==> config.mk <==
export PLATFORM = sky130hd
export DESIGN_NAME = cp0_regfile
export DESIGN_NICKNAME = d
export VERILOG_FILES = /design/src/rtl/cp0_regfile.sv
export SDC_FILE = /design/constraint.sdc
export NUM_CORES = 1
export LEC_CHECK = 0
export CAP_MARGIN = 30
export CORE_AREA = 2 2 155 157
export DETAILED_ROUTE_END_ITERATION = 16
export DIE_AREA = 0 0 157 159
export PLACE_DENSITY_LB_ADDON = 0.2
export REMOVE_ABC_BUFFERS = 1
export SYNTH_ARGS = -nofsm -noshare
export SYNTH_HDL_FRONTEND = slang
export SYNTH_SLANG_ARGS = --single-unit
==> constraint.sdc <==
create_clock -name clk -period 5.84 [get_ports clk]
set_input_delay 1.168 -clock clk [delete_from_list [all_inputs] [get_ports clk]]
set_output_delay 1.168 -clock clk [all_outputs]
set_load 0.1 [all_outputs]
==> src/rtl/cp0_regfile.sv <==
// -----------------------------------------------------------------------------
// cp0_regfile -- MIPS-style coprocessor-0 register file
//
// Holds Index, EntryLo0/1, BadVAddr, Count, EntryHi, Compare, Status, Cause
// and EPC. Updates come from four sources, applied in priority order per
// field: writeback exception, ERET, TLBR/TLBP, then MTC0.
//
// Optional feature macro: CP0_TIMER_INT_EN
//   defined   -> Count/Compare timer with TI interrupt routed to IP[7]
//   undefined -> Count/Compare read 0 and ignore writes; TI is always 0
//
// Ports
//   clk, reset                     clock, synchronous active-high reset
//   wb_ex, ex_type, wb_bd,         exception report from writeback
//   wb_pc, wb_badvaddr, wb_eret
//   mtc0_we, c0_addr, c0_wdata     register write ({rd,sel} address)
//   ext_int_in                     level-sensitive hardware interrupts
//   is_TLBR, TLB_rdata             TLB read result load
//   is_TLBP, index_write_p,        TLB probe result load
//   index_write_index
//   c0_rdata                       combinational read of c0_addr
//   ws_epc                         EPC value
//   has_int                        pending, enabled interrupt
//   cp0_index/entryhi/entrylo0/1   register values for the TLB
// -----------------------------------------------------------------------------
module cp0_regfile (
  input  logic        clk,
  input  logic        reset,
  input  logic        wb_ex,
  input  logic [4:0]  ex_type,
  input  logic        wb_bd,
  input  logic [31:0] wb_pc,
  input  logic [31:0] wb_badvaddr,
  input  logic        wb_eret,
  input  logic        mtc0_we,
  input  logic [7:0]  c0_addr,
  input  logic [31:0] c0_wdata,
  input  logic [5:0]  ext_int_in,
  input  logic        is_TLBR,
  input  logic [77:0] TLB_rdata,
  input  logic        is_TLBP,
  input  logic        index_write_p,
  input  logic [3:0]  index_write_index,
  output logic [31:0] c0_rdata,
  output logic [31:0] ws_epc,
  output logic        has_int,
  output logic [31:0] cp0_index,
  output logic [31:0] cp0_entryhi,
  output logic [31:0] cp0_entrylo0,
  output logic [31:0] cp0_entrylo1
);

  localparam logic [7:0] ADDR_INDEX    = 8'h00;
  localparam logic [7:0] ADDR_ENTRYLO0 = 8'h10;
  localparam logic [7:0] ADDR_ENTRYLO1 = 8'h18;
  localparam logic [7:0] ADDR_BADVADDR = 8'h40;
  localparam logic [7:0] ADDR_COUNT    = 8'h48;
  localparam logic [7:0] ADDR_ENTRYHI  = 8'h50;
  localparam logic [7:0] ADDR_COMPARE  = 8'h58;
  localparam logic [7:0] ADDR_STATUS   = 8'h60;
  localparam logic [7:0] ADDR_CAUSE    = 8'h68;
  localparam logic [7:0] ADDR_EPC      = 8'h70;

  // MTC0 write strobes
  logic we_index, we_lo0, we_lo1, we_hi, we_status, we_cause, we_epc;
  assign we_index  = mtc0_we && (c0_addr == ADDR_INDEX);
  assign we_lo0    = mtc0_we && (c0_addr == ADDR_ENTRYLO0);
  assign we_lo1    = mtc0_we && (c0_addr == ADDR_ENTRYLO1);
  assign we_hi     = mtc0_we && (c0_addr == ADDR_ENTRYHI);
  assign we_status = mtc0_we && (c0_addr == ADDR_STATUS);
  assign we_cause  = mtc0_we && (c0_addr == ADDR_CAUSE);
  assign we_epc    = mtc0_we && (c0_addr == ADDR_EPC);

  // Only the writable fields are stored; the rest are rebuilt as zeros.
  logic        index_p_q,   index_p_d;
  logic [3:0]  index_q,     index_d;
  logic [25:0] lo0_q,       lo0_d;
  logic [25:0] lo1_q,       lo1_d;
  logic [31:0] badvaddr_q,  badvaddr_d;
  logic [18:0] vpn2_q,      vpn2_d;
  logic [7:0]  asid_q,      asid_d;
  logic [7:0]  im_q,        im_d;
  logic        exl_q,       exl_d;
  logic        ie_q,        ie_d;
  logic        bd_q,        bd_d;
  logic [5:0]  ip_hw_q,     ip_hw_d;
  logic [1:0]  ip_sw_q,     ip_sw_d;
  logic [4:0]  exc_q,       exc_d;
  logic [31:0] epc_q,       epc_d;

  // Timer view used by the read mux and interrupt logic
  logic [31:0] count_v;
  logic [31:0] compare_v;
  logic        ti_v;

  // TLB_rdata unpacking; g lands in bit 0 of both EntryLo images
  logic        tlb_g;
  assign tlb_g = TLB_rdata[50];

  logic ex_badv, ex_tlb;
  assign ex_badv = (ex_type >= 5'h01) && (ex_type <= 5'h05);
  assign ex_tlb  = (ex_type >= 5'h01) && (ex_type <= 5'h03);

  // ---------------------------------------------------------------------------
  // Next-state: lowest priority first so higher-priority sources overwrite
  // only the fields they actually touch.
  // ---------------------------------------------------------------------------
  always_comb begin
    index_p_d  = index_p_q;
    index_d    = index_q;
    lo0_d      = lo0_q;
    lo1_d      = lo1_q;
    badvaddr_d = badvaddr_q;
    vpn2_d     = vpn2_q;
    asid_d     = asid_q;
    im_d       = im_q;
    exl_d      = exl_q;
    ie_d       = ie_q;
    bd_d       = bd_q;
    ip_hw_d    = ext_int_in;
    ip_sw_d    = ip_sw_q;
    exc_d      = exc_q;
    epc_d      = epc_q;

    // MTC0 (lowest)
    if (we_index) index_d = c0_wdata[3:0];
    if (we_lo0)   lo0_d   = c0_wdata[25:0];
    if (we_lo1)   lo1_d   = c0_wdata[25:0];
    if (we_hi) begin
      vpn2_d = c0_wdata[31:13];
      asid_d = c0_wdata[7:0];
    end
    if (we_status) begin
      im_d  = c0_wdata[15:8];
      exl_d = c0_wdata[1];
      ie_d  = c0_wdata[0];
    end
    if (we_cause) ip_sw_d = c0_wdata[9:8];
    if (we_epc)   epc_d   = c0_wdata;

    // TLB instructions
    if (is_TLBR) begin
      vpn2_d = TLB_rdata[77:59];
      asid_d = TLB_rdata[58:51];
      lo0_d  = {TLB_rdata[49:25], tlb_g};
      lo1_d  = {TLB_rdata[24:0],  tlb_g};
    end
    if (is_TLBP) begin
      index_p_d = index_write_p;
      index_d   = index_write_index;
    end

    // ERET
    if (wb_eret) exl_d = 1'b0;

    // Exception (highest); EPC/BD frozen while already in exception level
    if (wb_ex) begin
      exl_d = 1'b1;
      exc_d = ex_type;
      if (!exl_q) begin
        epc_d = wb_bd ? (wb_pc - 32'd4) : wb_pc;
        bd_d  = wb_bd;
      end
      if (ex_badv) badvaddr_d = wb_badvaddr;
      if (ex_tlb)  vpn2_d     = wb_badvaddr[31:13];
    end
  end

  always_ff @(posedge clk) begin
    if (reset) begin
      index_p_q  <= 1'b0;
      index_q    <= '0;
      lo0_q      <= '0;
      lo1_q      <= '0;
      badvaddr_q <= '0;
      vpn2_q     <= '0;
      asid_q     <= '0;
      im_q       <= '0;
      exl_q      <= 1'b0;
      ie_q       <= 1'b0;
      bd_q       <= 1'b0;
      ip_hw_q    <= '0;
      ip_sw_q    <= '0;
      exc_q      <= '0;
      epc_q      <= '0;
    end else begin
      index_p_q  <= index_p_d;
      index_q    <= index_d;
      lo0_q      <= lo0_d;
      lo1_q      <= lo1_d;
      badvaddr_q <= badvaddr_d;
      vpn2_q     <= vpn2_d;
      asid_q     <= asid_d;
      im_q       <= im_d;
      exl_q      <= exl_d;
      ie_q       <= ie_d;
      bd_q       <= bd_d;
      ip_hw_q    <= ip_hw_d;
      ip_sw_q    <= ip_sw_d;
      exc_q      <= exc_d;
      epc_q      <= epc_d;
    end
  end

`ifdef CP0_TIMER_INT_EN
  // ---------------------------------------------------------------------------
  // Timer: Count advances every other cycle (on tick=1). A match raises TI,
  // which stays set until software rewrites Compare.
  // ---------------------------------------------------------------------------
  logic        we_count, we_compare;
  logic        tick_q,    tick_d;
  logic [31:0] count_q,   count_d;
  logic [31:0] compare_q, compare_d;
  logic        ti_q,      ti_d;

  assign we_count   = mtc0_we && (c0_addr == ADDR_COUNT);
  assign we_compare = mtc0_we && (c0_addr == ADDR_COMPARE);

  always_comb begin
    tick_d    = ~tick_q;
    count_d   = tick_q ? (count_q + 32'd1) : count_q;
    compare_d = compare_q;
    ti_d      = ti_q;
    if (we_count) begin
      count_d = c0_wdata;
      tick_d  = 1'b0;
    end
    if (we_compare) begin
      compare_d = c0_wdata;
      ti_d      = 1'b0;
    end else if (count_q == compare_q) begin
      ti_d      = 1'b1;
    end
  end

  always_ff @(posedge clk) begin
    if (reset) begin
      tick_q    <= 1'b0;
      count_q   <= '0;
      compare_q <= '0;
      ti_q      <= 1'b0;
    end else begin
      tick_q    <= tick_d;
      count_q   <= count_d;
      compare_q <= compare_d;
      ti_q      <= ti_d;
    end
  end

  assign count_v   = count_q;
  assign compare_v = compare_q;
  assign ti_v      = ti_q;
`else
  assign count_v   = 32'd0;
  assign compare_v = 32'd0;
  assign ti_v      = 1'b0;
`endif

  // ---------------------------------------------------------------------------
  // Register images
  // ---------------------------------------------------------------------------
  logic [7:0]  ip_all;     // Cause.IP[15:8], TI folded into IP[15]
  logic [31:0] status_img, cause_img;

  assign ip_all     = {ip_hw_q[5] | ti_v, ip_hw_q[4:0], ip_sw_q};
  assign status_img = {9'b0, 1'b1, 6'b0, im_q, 6'b0, exl_q, ie_q};
  assign cause_img  = {bd_q, ti_v, 14'b0, ip_all, 1'b0, exc_q, 2'b0};

  assign cp0_index    = {index_p_q, 27'b0, index_q};
  assign cp0_entryhi  = {vpn2_q, 5'b0, asid_q};
  assign cp0_entrylo0 = {6'b0, lo0_q};
  assign cp0_entrylo1 = {6'b0, lo1_q};
  assign ws_epc       = epc_q;

  assign has_int = (|(ip_all & im_q)) & ie_q & ~exl_q;

  always_comb begin
    c0_rdata = 32'd0;
    case (c0_addr)
      ADDR_INDEX:    c0_rdata = cp0_index;
      ADDR_ENTRYLO0: c0_rdata = cp0_entrylo0;
      ADDR_ENTRYLO1: c0_rdata = cp0_entrylo1;
      ADDR_BADVADDR: c0_rdata = badvaddr_q;
      ADDR_COUNT:    c0_rdata = count_v;
      ADDR_ENTRYHI:  c0_rdata = cp0_entryhi;
      ADDR_COMPARE:  c0_rdata = compare_v;
      ADDR_STATUS:   c0_rdata = status_img;
      ADDR_CAUSE:    c0_rdata = cause_img;
      ADDR_EPC:      c0_rdata = epc_q;
      default:       c0_rdata = 32'd0;
    endcase
  end

endmodule
==> impl_metrics.ini, run 1 <==
[status]
status = finished clean

[sta]
skew_ps = 11.8
finalCritPeriodShare_pct = 84.4
finalWorstPathRequiredPeriod_ps = 4930
max_freq_mhz = 203
drv_slew = 0
slew_headroom_pct = 26.5
finalSetupViolations = 0
hold_viol = 0
grt_setup_unrepaired = no
worst_slew_pin_slew_ps = 1100
finalSetupTns_ps = 0

[yosys]
synth-edff-count = 0
synth_async_sr_flop_share_pct = 0
netlist_area_sq_mm = 0.00984
synth_area_per_cell_sq_um = 8.22
ys_types = 67
yosys_warnings = 0
yosysSeqAreaShare_pct = 35.0
yosys_most_used_dff = dfxtp_1
synthCells = 1197
yosys_register_bits = 172

[placement]
port_buffers = 354
dp.cells = 1786
post-dp-hpwl_um = 28400
place_congestion = 0.854

[detailed_routing]
vias = 10500
final_antenna_net_count = 0
topRoutingLayerUsed = met4
wirelength_um = 40100
wl_per_cell_um = 22.0
drcViolationCount = 0
drt-pass1-iter-count = 6
wl_met2_um = 18800
wl_met1_um = 16700
drt_iter0_drc = 836
vias_per_cell = 5.75
met3_length_um = 3110

[grt]
antenna_found_initial = 6
grt-ovfl-total = 0
gr-usage-all-layers_pct = 30.9
grt_max_degree = 81
grt_pass1_vias = 9832
grt_pass1_wl_um = 59100

[floorplanning]
die_y_um = 159
start_util_pct = 42.4
core.rowCount = 56
io_pins = 399
dieArea_sq_mm = 0.0250
coreArea_sq_mm = 0.0232
dieWidth_um = 157

[worst_setup_path]
regToRegStartpoint = exl_q$_SDFFE_PP0P_
path_class = in2out
worst_ep_arrival_time_ps = 3760
endpoint_kind = output pin
crit_chain = clkdlybuf4s50_1 > buf_4 > nor2b_1 > and2_2 > a22oi_1 > o21ai_0 > buf_12
crit_slowest_cell = and2_2
cp.buffers_inverters = 3
critPathMaxStageDelay_ps = 730
cp.required_ps = 4670
worstPathMaxFanout = 30
critPathLaunch = c0_addr[6]
crit_path_start_kind = input pin
cp_top_family = buffers and inverters

[power_and_ir_drop]
static-leakage-power_uw = 0.00551
power.total_uw = 3550
ir_drop_mv = 0.153
powerDensity_mw_per_mm2 = 248

[final_layout]
stdcell_count = 1824
drive_above_1_share_pct = 8.94
fin_nets = 1693
area_delta_synth_final_pct = 45.3
layout_commonest_cell = clkdlybuf4s50_1
layout_common_cells = clkdlybuf4s50_1, dfxtp_1, nand2_1

[clock_network]
cts_tree = yes
post-cts-setup-buffer-count = 0
htreeDepth = 4
clock_latency_ps = 440
cts_resized = 0
cts-buffers-inserted = 17
ctsHoldBuffers = 0
clk_pin_slew_ps = 70
cts_root_buf = clkbuf_16
cts.sinks = 172
cts-root-to-sink-buffers = 2

[min_path]
hp-class = reg2reg
hp-start = badvaddr_q[6]$_SDFFE_PP0P_

[job]
cap_viol_max_count = 0
[cell families after synthesis]
family	Yosys count	synth area share (%)
and+or+nand+nor	370	18.3
other	1	0.0381
xor gates and xnor gates	24	2.14
muxes	90	9.58
adders and majority gates	1	0.127
buffers and inverters	217	10.6
DFF	172	35.0
AOI/OAI and AO/OA	322	24.3
[sequential cells by signal, summed over array words and instances (netlist names), 5 cells and up]
name and cells:
asid_q 8, lo1_q 26, vpn2_q 19, ws_epc 32, lo0_q 26, badvaddr_q 32
im_q 8, exc_q 5, ip_hw_q 6
[layout make-up]
type                    instances  area [sq um]
clock buffers                  18           439
fillers                      2040          8900
repair buffers                375          4060
flip-flops and latches        172          3440
well taps                     319           399
clock inverters                14           125
multi-input cells             851          5560
diodes                          6          15.0
inverters                      69           259
[worst min-delay path: cells and delay by family (launching register included)]
| family | cells | cell delay (ps) |
|---|---|---|
| flops | 1 | 310 |
| compound gates | 1 | 50 |
| simple gates | 1 | 50 |
[worst paths after layout]
kind                                      to  slack, ps  depth (start not counted)
setup / recovery                 c0_rdata[4]        910                          7
hold / removal    badvaddr_q[6]$_SDFFE_PP0P_        460                          2
setup reg to reg       ws_epc[27]$_SDFF_PP0_       3760                          5
hold reg to reg   badvaddr_q[6]$_SDFFE_PP0P_        460                          2
[power breakdown]
| part | internal [uW] | total (uW) | switching, uW |
|---|---|---|---|
| Clock | 574 | 1120 | 551 |
| Sequential | 1240 | 1300 | 60.2 |
| Combinational | 332 | 1120 | 791 |
[synth_stat cells (all sizes together) (2+ instances only)]
cell	n	area (sq um)
a211oi	6	45.0
o311ai	4	35.0
a222oi	3	30.0
xnor2	18	158
or3	10	67.6
o21ai	29	145
nand4b	2	32.5
a2111oi	14	174
a22o	30	263
inv	69	259
mux2	33	372
nor2	89	334
a31oi	20	125
o311a	2	20.0
nor3b	2	15.0
nor4b	3	56.3
o22ai	14	87.6
a221oi	41	359
or3b	2	20.0
mux2i	57	571
o21a	2	15.0
and4	3	26.3
a21oi	78	390
nor4	11	90.1
nor2b	11	71.3
nand2	144	553
and3	2	12.5
nor3	44	220
a22oi	32	240
nand2b	16	100
nand3	9	45.0
xor2	6	52.6
nand3b	3	22.5
buf	72	497
a311oi	25	219
o221a	19	214
dfxtp	172	3440
and2	14	87.6
clkbuf	76	285
[routing by layer]
metal,vias up,global-route usage (%)
li1,4827,-
met1,4991,40.0
met2,572,50.1
met3,94,5.33
met4,0,13.9
met5,-,0
[metrics by stage]
stage          utilization, %  hold WS, ps  setup slack [ps]  instance area (sq um)
2_1_floorplan               -          430               296                   9220
3_3_place_gp             58.7          442              1000                  13600
3_5_place_dp             59.1          447              1020                  13700
4_1_cts                  61.6          458              1010                  14300
5_1_grt                  61.6          477               834                  14300
6_report                 61.6          458               909                  14300
(Power assumes the default switching activity.)
==> run 2: changes to the inputs <==
--- a/config.mk
+++ b/config.mk
@@ -6,9 +6,9 @@
 export NUM_CORES = 1
 export LEC_CHECK = 0
 export CAP_MARGIN = 30
-export CORE_AREA = 2 2 155 157
+export CORE_MARGIN = 2
+export CORE_UTILIZATION = 40
 export DETAILED_ROUTE_END_ITERATION = 16
-export DIE_AREA = 0 0 157 159
 export PLACE_DENSITY_LB_ADDON = 0.2
 export REMOVE_ABC_BUFFERS = 1
 export SYNTH_ARGS = -nofsm -noshare
==> constraint.sdc (replaced) <==
create_clock -name clk -period 4.5 [get_ports clk]
set_input_delay 0.9 -clock clk [delete_from_list [all_inputs] [get_ports clk]]
set_output_delay 0.9 -clock clk [all_outputs]
set_load 0.1 [all_outputs]
==> run 2 against run 1 <==
Against the previous run:
- largest cell class unchanged
- combinational power increased by 31%
- die area increased by 3.6%
- sequential share of layout area decreased by 0.38 points
- sequential power increased by 30%
- worst hold slack got worse by 0.82 ps
- clock power increased by 38%
- core utilization decreased by 1.7 points
- sequential cell count unchanged
- routed wire length increased by 1.8%
- count of clock-buffer cells in the layout unchanged
- clock skew decreased by 2.5 ps
==> impl_metrics.ini, run 2 (same netlist as run 1, synthesis figures left out) <==
[status]
status = finished clean

[detailed_routing]
wl_met1_um = 17000
wl_met2_um = 19300
topRoutingLayerUsed = met4
drcViolationCount = 0
vias_per_cell = 5.77
wirelength_um = 40800
vias = 10600
met3_length_um = 3250
final_antenna_net_count = 0
wl_per_cell_um = 22.1
drt_iter0_drc = 869
drt-pass1-iter-count = 8

[clock_network]
cts-buffers-inserted = 17
cts.sinks = 172
cts_root_buf = clkbuf_16
cts_tree = yes
htreeDepth = 4
clk_pin_slew_ps = 70
clock_latency_ps = 440
ctsHoldBuffers = 0
cts-root-to-sink-buffers = 2
post-cts-setup-buffer-count = 0
cts_resized = 0

[grt]
gr-usage-all-layers_pct = 30.7
grt_pass1_wl_um = 61100
grt_max_degree = 74
grt-ovfl-total = 0
antenna_found_initial = 2
grt_pass1_vias = 10200

[power_and_ir_drop]
static-leakage-power_uw = 0.00564
ir_drop_mv = 0.249
power.total_uw = 4700
powerDensity_mw_per_mm2 = 324

[final_layout]
fin_nets = 1715
layout_common_cells = clkdlybuf4s50_1, dfxtp_1, nand2_1
drive_above_1_share_pct = 10.2
layout_commonest_cell = clkdlybuf4s50_1
stdcell_count = 1846
area_delta_synth_final_pct = 47.7
stdcell_area_sq_mm = 0.0145

[floorplanning]
dieWidth_um = 161
dieArea_sq_mm = 0.0259
core.rowCount = 57
io_pins = 399
coreArea_sq_mm = 0.0242
start_util_pct = 40.6
die_y_um = 161

[sta]
hold_viol = 0
slew_headroom_pct = 30.5
holdWs_ps = 458
worst_slew_pin_slew_ps = 1040
finalWorstSetupSlack_ps = 380
grt_setup_unrepaired = no
finalWorstPathRequiredPeriod_ps = 4120
max_freq_mhz = 243
skew_ps = 9.30
finalCritPeriodShare_pct = 91.6
finalSetupViolations = 0
drv_slew = 0

[placement]
place_congestion = 0.878
post-dp-hpwl_um = 30100
place_area_sq_mm = 0.0139
pre_cts_ws_ps = 420
port_buffers = 354
dp.cells = 1813

[worst_setup_path]
crit_path_start_kind = input pin
endpoint_kind = output pin
critPathLaunch = c0_addr[2]
cp.required_ps = 3600
path_class = in2out
crit_path_end = c0_rdata[4]
rr_worst_depth = 4
worstPathMaxFanout = 8
r2r_slack_ps = 2680
r2r-end = ws_epc[20]$_SDFF_PP0_
regToRegStartpoint = exl_q$_SDFFE_PP0P_
worst_ep_arrival_time_ps = 3220

[job]
cap_viol_max_count = 0

[min_path]
whs_path_depth = 2
hp-class = reg2reg
hp-start = badvaddr_q[26]$_SDFFE_PP0P_
==> run 2: cell count changes in the layout (fill, tap and decap cells not counted) <==
cell,delta
buf_4,+20
clkinv_4,+4
diode_2,-4
inv_6,-4
buf_12,+3
bufinv_16,+2
buf_6,-1
clkinv_2,-1
clkinvlp_4,-1
inv_8,-1
==> run 2: metrics by stage <==
stage / util (%) / TNS, ps
detailed placement: 57.4 / 0
floorplan: - / -1910
global placement: 57.1 / 0
CTS: 59.9 / 0
finish: 59.9 / 0
global route: 59.9 / 0
==> run 2: worst max-delay path, stage by stage <==
cell and delay, ps:
clkdlybuf4s50_1 460, or3_1 480, or2_0 500, buf_4 300, nor2_1 110, a21oi_1 50, o21ai_0 190, buf_12 230
==> run 2: power breakdown <==
part           leakage, uW  internal, uW  switching, uW
Sequential         0.00142          1610           80.6
Clock             0.000292           847            693
Combinational      0.00393           441           1030
Total              0.00564          2900           1810
==> run 2: cell type report <==
| cell class | instances | area, sq um |
|---|---|---|
| Tap cell | 324 | 405 |
| Fill cell | 2173 | 9720 |
| Antenna cell | 2 | 5.00 |
| Inverter | 69 | 259 |
| Timing Repair Buffer | 397 | 4260 |
| Clock inverter | 13 | 161 |
| Multi-Input combinational cell | 851 | 5560 |
| Sequential cell | 172 | 3440 |
| Clock buffer | 18 | 439 |
==> run 2: metal layers <==
metal	GRT usage, %	vias up
met4	11.4	0
met2	50.9	553
met5	0	-
li1	-	4865
met1	40.0	5143
met3	5.68	84
==> run 2: worst min-delay path by stage <==
stage | slack, ps | end
floorplan | 430 | badvaddr_q[10]$_SDFFE_PP0P_
global placement | 440 | badvaddr_q[31]$_SDFFE_PP0P_
detailed placement | 450 | badvaddr_q[23]$_SDFFE_PP0P_
CTS | 460 | badvaddr_q[23]$_SDFFE_PP0P_
global route | 470 | badvaddr_q[9]$_SDFFE_PP0P_
finish | 460 | badvaddr_q[26]$_SDFFE_PP0P_
